==> src/rtl/lieat_exu_vpu_wbarb_pkg.sv <==
// Shared constants for the VPU writeback arbiter slice.
// Lane geometry, default widths and arbitration-mode encodings.
package lieat_exu_vpu_wbarb_pkg;
  localparam int XLEN      = 32;
  localparam int REG_IDX   = 5;
  localparam int MASKW     = XLEN / 8;
  localparam int VLANES    = 8;
  localparam int ARB_FIXED = 0;
  localparam int ARB_RR    = 1;

  function automatic int wrap_inc(input int idx, input int n);
    return (idx + 1 >= n) ? 0 : idx + 1;
  endfunction
endpackage

==> src/rtl/lieat_arb_rr.sv <==
// N-way one-hot arbiter: fixed priority (highest index wins) or
// round-robin starting at i_ptr and searching upward with wrap.
module lieat_arb_rr
  import lieat_exu_vpu_wbarb_pkg::*;
#(
  parameter int N  = 3,
  parameter int RR = ARB_FIXED,
  parameter int IW = $clog2(N)
) (
  input  logic [N-1:0]  i_req,
  input  logic [IW-1:0] i_ptr,
  output logic [N-1:0]  o_grant,
  output logic [IW-1:0] o_idx,
  output logic          o_any
);

  always_comb begin
    o_grant = '0;
    o_idx   = '0;
    o_any   = |i_req;
    if (RR == ARB_RR) begin
      // Walk from the farthest offset back to ptr so the nearest request wins.
      for (int k = N - 1; k >= 0; k--) begin
        if (i_req[(int'(i_ptr) + k) % N]) o_idx = IW'((int'(i_ptr) + k) % N);
      end
    end else begin
      for (int k = 0; k < N; k++) begin
        if (i_req[k]) o_idx = IW'(k);
      end
    end
    o_grant[o_idx] = o_any;
  end

endmodule

==> src/rtl/lieat_exu_vpu_wbarb.sv <==
// VPU writeback arbiter: merges NSRC execution sources into one
// registered writeback port (1-cycle latency, full throughput).
module lieat_exu_vpu_wbarb #(
  parameter int NSRC    = 3,
  parameter int LANES   = lieat_exu_vpu_wbarb_pkg::VLANES,
  parameter int XLEN    = lieat_exu_vpu_wbarb_pkg::XLEN,
  parameter int REG_IDX = lieat_exu_vpu_wbarb_pkg::REG_IDX,
  parameter int MASKW   = lieat_exu_vpu_wbarb_pkg::MASKW,
  parameter int RR      = lieat_exu_vpu_wbarb_pkg::ARB_FIXED
) (
  input  logic                          clock,
  input  logic                          reset,
  input  logic [NSRC-1:0]               src_valid,
  output logic [NSRC-1:0]               src_ready,
  input  logic [NSRC*XLEN-1:0]          src_pc,
  input  logic [NSRC-1:0]               src_wen,
  input  logic [NSRC-1:0]               src_vwen,
  input  logic [NSRC*REG_IDX-1:0]       src_rd,
  input  logic [NSRC*XLEN-1:0]          src_data,
  input  logic [NSRC*LANES*XLEN-1:0]    src_vdata,
  input  logic [NSRC*LANES*MASKW-1:0]   src_vmask,
  output logic                          out_valid,
  input  logic                          out_ready,
  output logic [XLEN-1:0]               out_pc,
  output logic                          out_wen,
  output logic                          out_vwen,
  output logic [REG_IDX-1:0]            out_rd,
  output logic [XLEN-1:0]               out_data,
  output logic [LANES*XLEN-1:0]         out_vdata,
  output logic [LANES*MASKW-1:0]        out_vmask,
  output logic [$clog2(NSRC)-1:0]       out_src
);
  import lieat_exu_vpu_wbarb_pkg::*;

  localparam int SW = $clog2(NSRC);
  localparam int VW = LANES * XLEN;
  localparam int MW = LANES * MASKW;

  logic [NSRC-1:0]    w_grant;
  logic [SW-1:0]      w_idx;
  logic               w_any;
  logic               w_load;
  logic               w_hs;
  logic [XLEN-1:0]    w_pc;
  logic               w_wen;
  logic               w_vwen;
  logic [REG_IDX-1:0] w_rd;
  logic [XLEN-1:0]    w_data;
  logic [VW-1:0]      w_vdata;
  logic [MW-1:0]      w_vmask;

  logic               r_valid;
  logic               r_wen;
  logic               r_vwen;
  logic [XLEN-1:0]    r_pc;
  logic [REG_IDX-1:0] r_rd;
  logic [XLEN-1:0]    r_data;
  logic [VW-1:0]      r_vdata;
  logic [MW-1:0]      r_vmask;
  logic [SW-1:0]      r_src;
  logic [SW-1:0]      r_ptr;

  lieat_arb_rr #(.N(NSRC), .RR(RR), .IW(SW)) u_arb (
    .i_req   (src_valid),
    .i_ptr   (r_ptr),
    .o_grant (w_grant),
    .o_idx   (w_idx),
    .o_any   (w_any)
  );

  assign w_load    = ~r_valid | out_ready;
  assign w_hs      = w_any & w_load & ~reset;
  assign src_ready = w_grant & {NSRC{w_load & ~reset}};

  assign w_pc    = src_pc[int'(w_idx)*XLEN +: XLEN];
  assign w_wen   = src_wen[w_idx];
  assign w_vwen  = src_vwen[w_idx];
  assign w_rd    = src_rd[int'(w_idx)*REG_IDX +: REG_IDX];
  assign w_data  = src_data[int'(w_idx)*XLEN +: XLEN];
  assign w_vdata = src_vdata[int'(w_idx)*VW +: VW];
  assign w_vmask = src_vmask[int'(w_idx)*MW +: MW];

  always_ff @(posedge clock) begin
    if (reset) begin
      r_valid <= 1'b0;
      r_wen   <= 1'b0;
      r_vwen  <= 1'b0;
      r_pc    <= '0;
      r_rd    <= '0;
      r_data  <= '0;
      r_vdata <= '0;
      r_vmask <= '0;
      r_src   <= '0;
      r_ptr   <= '0;
    end else begin
      if (w_load) begin
        r_valid <= w_any;
        if (w_any) begin
          r_pc    <= w_pc;
          r_wen   <= w_wen;
          r_vwen  <= w_vwen;
          r_rd    <= (w_wen | w_vwen) ? w_rd : '0;
          r_data  <= w_wen ? w_data : '0;
          r_vdata <= w_vdata;
          r_vmask <= w_vwen ? w_vmask : '0;
          r_src   <= w_idx;
        end else begin
          // Idle beat: payload may linger, but no write may be implied.
          r_wen  <= 1'b0;
          r_vwen <= 1'b0;
        end
      end
      if (RR == ARB_RR && w_hs) r_ptr <= SW'(wrap_inc(int'(w_idx), NSRC));
    end
  end

  assign out_valid = r_valid;
  assign out_wen   = r_wen;
  assign out_vwen  = r_vwen;
  assign out_pc    = r_pc;
  assign out_rd    = r_rd;
  assign out_data  = r_data;
  assign out_vdata = r_vdata;
  assign out_vmask = r_vmask;
  assign out_src   = r_src;

endmodule

==> config.mk <==
export PLATFORM = sky130hd
export DESIGN_NAME = lieat_exu_vpu_wbarb
export DESIGN_NICKNAME = d
export VERILOG_FILES = /design/src/rtl/lieat_exu_vpu_wbarb_pkg.sv /design/src/rtl/lieat_arb_rr.sv /design/src/rtl/lieat_exu_vpu_wbarb.sv
export SDC_FILE = /design/constraint.sdc
export NUM_CORES = 1
export LEC_CHECK = 0
export CORE_AREA = 5 5 561 563
export CTS_CLUSTER_DIAMETER = 30
export DETAILED_ROUTE_END_ITERATION = 8
export DIE_AREA = 0 0 566 568
export PLACE_DENSITY = 0.34
export SLEW_MARGIN = 40
export SYNTH_ARGS = -nofsm -noshare
export SYNTH_HDL_FRONTEND = slang
export SYNTH_HIERARCHICAL = 1
export SYNTH_SLANG_ARGS = --single-unit
==> constraint.sdc <==
create_clock -name clock -period 2.9 [get_ports clock]
set_clock_uncertainty 0.05 [all_clocks]
set_input_delay 0.87 -clock clock [delete_from_list [all_inputs] [get_ports clock]]
set_output_delay 0.87 -clock clock [all_outputs]
set_load 0.005 [all_outputs]
# --- After elaboration in Yosys (flattened, before gate mapping) ---
# Cells that the tools add are included.
word_totals:
  register_bits: 362
  output_inout_bits: 365
  word_cells: 40
op_classes:
  mul: 1
  n_lt_le_gt_ge: 2
  shifts: 5
  muxes: 13
  bitwise_logic: 7
  reduce_logical: 3
ops:
  columns: ["op", "count"]
  rows:
  - ["768-bit by 11-bit indexed part select with 256-bit output", 1]
  - ["96-bit by 8-bit indexed part select with 32-bit output", 3]
  - ["32-bit two-way mux", 2]
  - ["15-bit by 6-bit indexed part select with 5-bit output", 1]
  - ["3-bit bitwise AND", 2]
  - ["1-bit two-way mux", 6]
  - ["2-bit by 3-bit multiplier with 5-bit output (second input constant)", 1]
  - ["5-bit two-way mux", 1]
  - ["1-bit binary-select mux with 2-bit select", 2]
  - ["2-bit by 3-bit < comparator with 1-bit output (second input constant)", 1]
  - ["3-bit OR reduction", 1]
  - ["1-bit demux with 2-bit select", 1]
  - ["2-bit by 1-bit greater-or-equal comparator with 1-bit output (second input constant)", 1]
  - ["2-bit two-way mux", 1]
  - ["1-bit inverter", 2]
  - ["1-bit OR", 2]
  - ["2-bit AND reduction", 1]
  - ["1-bit bitwise AND", 1]
  - ["1-bit logical AND", 1]

# --- Longest topological paths before layout ---
logic_depth:
  depth_word: 8
  mapped_depth: 9
  ltp_nobuf: 5

# --- Modules after synthesis ---
# The synthesis kept the hierarchy.
by_module_without_submodules:
  columns: ["module", "n_inst", "cells_per_inst", "area_per_inst_um2", "seq_area_each_um2"]
  rows:
  - ["lieat_exu_vpu_wbarb", 1, 2484, 19939.1, 7247.0]
  - ["lieat_arb_rr", 1, 6, 40.0, 0.0]

# --- Worst setup path before layout ---
# Ideal clock, no wire load.
synth_path:
  kind: "input-to-reg"
  start: "input port src_valid[2]"
  end: "register r_vdata[41] (netlist: out_vdata[41])"
  setup_ns: 0.132
  arrival_time_ns: 2.083
  required_time_ns: 2.718
  setup_slack_ns: 0.635
  path_stages: 9
  path_buffers: 6
  cell_sequence: "buf_4 -> buf_4 -> nor2b_2 -> buf_6 -> buf_6 -> buf_6 -> buf_6 -> a211oi_1 -> nor3_1"
synth_between:
  elab_chain_len: 2
  word_cells_on_any_way: 4
synth_rtl:
  columns: ["item", "line_no", "rtl"]
  rows:
  - ["from (decl)", "lieat_exu_vpu_wbarb.sv:13", "input logic [NSRC-1:0] src_valid,"]
  - ["2-bit two-way mux / 3-bit OR reduction (equally long branches)", "lieat_arb_rr.sv:28, lieat_arb_rr.sv:20", null]
  - ["768-bit by 11-bit indexed part select with 256-bit output / 2-bit AND reduction (equally long branches)", null, null]
  - ["to (signal assigned)", "lieat_exu_vpu_wbarb.sv:104", "r_vdata <= w_vdata;"]
  - ["to (decl)", "lieat_exu_vpu_wbarb.sv:58", "logic [VW-1:0] r_vdata;"]
# Several ways; a longest one is shown, not always the timed one.
# A chain may end at the register's enable or synchronous reset.

# --- Worst setup path in the final report ---
layout_path:
  start: "input port src_valid[1]"
  end: "register r_vdata[30] (netlist: out_vdata[30])"
layout_between:
  elab_chain_len: 3
  word_cells_on_any_way: 5
layout_rtl:
  columns: ["item", "line_no", "rtl"]
  rows:
  - ["1-bit two-way mux", "lieat_arb_rr.sv:28", "if (i_req[k]) o_idx = IW'(k);"]
  - ["2-bit two-way mux", "lieat_arb_rr.sv:28", null]
  - ["named net w_idx[0]", "lieat_exu_vpu_wbarb.sv:40", "logic [SW-1:0] w_idx;"]
  - ["768-bit by 11-bit indexed part select with 256-bit output", "lieat_exu_vpu_wbarb.sv:80", "assign w_vdata = src_vdata[int'(w_idx)*VW +: VW];"]
# The timed path passes the listed nets, and every way through them passes these cells.

==> impl_metrics.json <==
{
  "crit_family": "buffers and inverters",
  "synth_warnings": 6,
  "htree_num_levels": 4,
  "finalNetCount": 5161,
  "cellPowerDensity_nw_per_um2": 591,
  "finalHoldWorstSlack_ns": 0.399,
  "grt_pass1_wl_mm": 278,
  "finalCriticalPeriod_ns": 2.92,
  "cts_buffers": 146,
  "tightest_slew_ns": 0.841,
  "drtIter0Drc": 1420,
  "min_path_type": "flop to flop",
  "final_antenna_net_count": 0,
  "overflow": 0,
  "final_util_pct": 14.8,
  "cts_buffer_depth": 4,
  "die_y_um": 568,
  "crit_type": "primary input to flop",
  "dr_total_vias": 26300,
  "relSlewSlack_pct": 43.9,
  "fin_ws_ns": -0.0206,
  "cts_root_buffer": "clkbuf_16",
  "failed_checks": "setup timing",
  "crit_path_start_kind": "primary input",
  "track_usage_pct": 12.9,
  "cts-hold-fix-buffers": 0,
  "max_stage_delay_ns": 0.63,
  "clk_latency_ns": 0.73,
  "cp_max_fo": 19,
  "remaining_drc_errors": 0,
  "numPortBuffers": 1447,
  "start_util_pct": 6.48,
  "crit_path_cell_trace": "clkdlybuf4s50_1 > nor2b_4 > buf_12 > buf_12 > buf_12 > mux2i_1 > buf_4 > nor2_1 > a211oi_1 > nor3_1",
  "vdd_drop_max_mv": 0.330,
  "syn_inst": 2489,
  "post_synth.cell_area_avg_um2": 8.03,
  "post-route-period-util_pct": 101,
  "area_growth_syn_to_layout_pct": 129,
  "die_area_um2": 321000,
  "fillers": 35200,
  "drive_above_1_share_pct": 11.9,
  "synth_nets": 3572,
  "antenna_found_initial": 177,
  "cap_viol_max_count": 0,
  "cpMostUsedCell": "buf_12",
  "rows": 204,
  "hold_viol": 0,
  "clkSlewWorstSetupHoldPaths_ns": 0.04,
  "first_pass_iters": 5,
  "tritoncts": "done",
  "grt_max_degree": 130,
  "detailed_place.area_um2": 40700,
  "finalSetupViolCount": 1,
  "coreArea_um2": 308000,
  "dpl.hpwl_mm": 188,
  "endpoint_kind": "flop",
  "first_global_vias": 27500,
  "netlist_area_um2": 20000,
  "fin_area_um2": 45700,
  "drv_slew": 0,
  "rsz0062_at_grt": "true",
  "cp_data_required_time_ns": 3.46,
  "worstPathArrival_ns": 3.49,
  "clock_sinks": 362,
  "vias_per_cell": 3.16,
  "status": "complete, but fails checks",
  "die_w_um": 566,
  "path_buf_inv": 5,
  "fmax_mhz": 342,
  "ios": 1448,
  "wl_per_cell_um": 26.1,
  "place.gp.congestion": 0.888,
  "wl_mm": 217,
  "power_leakage_uw": 0.0164,
  "cp_slowest_cell": "mux2i_1"
}
==> through the flow <==
step | setup WS, ns | setup TNS, ns | std cells | total power (uW)
2_1_floorplan | 0.635 | 0 | 2489 | 7490
3_3_place_gp | -1.40 | -136.64 | 8048 | 11500
3_5_place_dp | -0.962 | -146.54 | 8048 | 11500
4_1_cts | -0.123 | -0.323 | 8307 | 27700
5_1_grt | -0.00369 | -0.00369 | 8315 | 28200
6_report | -0.0206 | -0.0206 | 8329 | 27000
==> area by class of cell <==
cell class / instances / area (um^2) / share of cell area (%)
multi-input combinational: 1879 / 11400 / 25.0
clock inverter: 46 / 709 / 1.55
timing repair buffer: 1689 / 16900 / 36.9
antenna: 21 / 52.6 / 0.115
sequential: 362 / 7250 / 15.9
tap: 4120 / 5150 / 11.3
clock buffer: 212 / 4220 / 9.24
==> sequential cells by signal, indices dropped and copies added (netlist names) <==
signal     count
out_pc        32
out_vmask     32
out_wen        1
out_valid      1
out_data      32
out_vwen       1
out_rd         5
out_vdata    256
out_src        2
==> what timing repair did <==
action	CTS	global route
setup buffers	1	0
endpoints found under the setup margin	14	3
pin swaps	2	2
gates resized for setup	29	4
==> worst paths after layout <==
| kind | startpoint | to | slack (ns) | depth (start not counted) |
|---|---|---|---|---|
| worst max register to register | out_valid | out_pc[23] | 0.88 | 7 |
| worst min register to register | out_data[11] | out_data[11] | 0.40 | 2 |
| worst max-delay path | src_valid[1] | out_vdata[30] | -0.02 | 10 |
| worst min-delay path | out_data[11] | out_data[11] | 0.40 | 2 |
==> report_power, final <==
part           internal [uW]  switching [uW]  leakage, uW
Sequential              5440             268      0.00300
Clock                  11200            4470      0.00243
Combinational           3050            2580       0.0110
Total                  19700            7320       0.0164
==> layout by cell type, fill, tap and decap left out, types with 68 or more instances in the layout <==
cell type,instances
clkbuf_16,146
a21oi_1,71
clkdlybuf4s50_1,1426
buf_4,202
nand2_1,68
dfxtp_1,358
nor2_1,649
a211oi_1,288
mux2i_1,357
nor3_1,288
==> worst reg2reg max path, stage by stage (launching register included) <==
cell      delay [ns]
dfxtp_2         0.31
nor2b_4         0.13
buf_4           0.17
nand2b_4        0.17
buf_12          0.18
buf_12          0.30
a211oi_1        0.51
nor3_1          0.08
==> per-layer routing <==
metal / vias up / global-route usage, % / wire [um]
met2: 1359 / 21.6 / 102000
met5: - / 0 / 1040
met4: 164 / 2.55 / 4800
li1: 12100 / - / -
met3: 450 / 7.28 / 26800
met1: 12300 / 14.2 / 82900
Power figures use the tool's default switching activity.
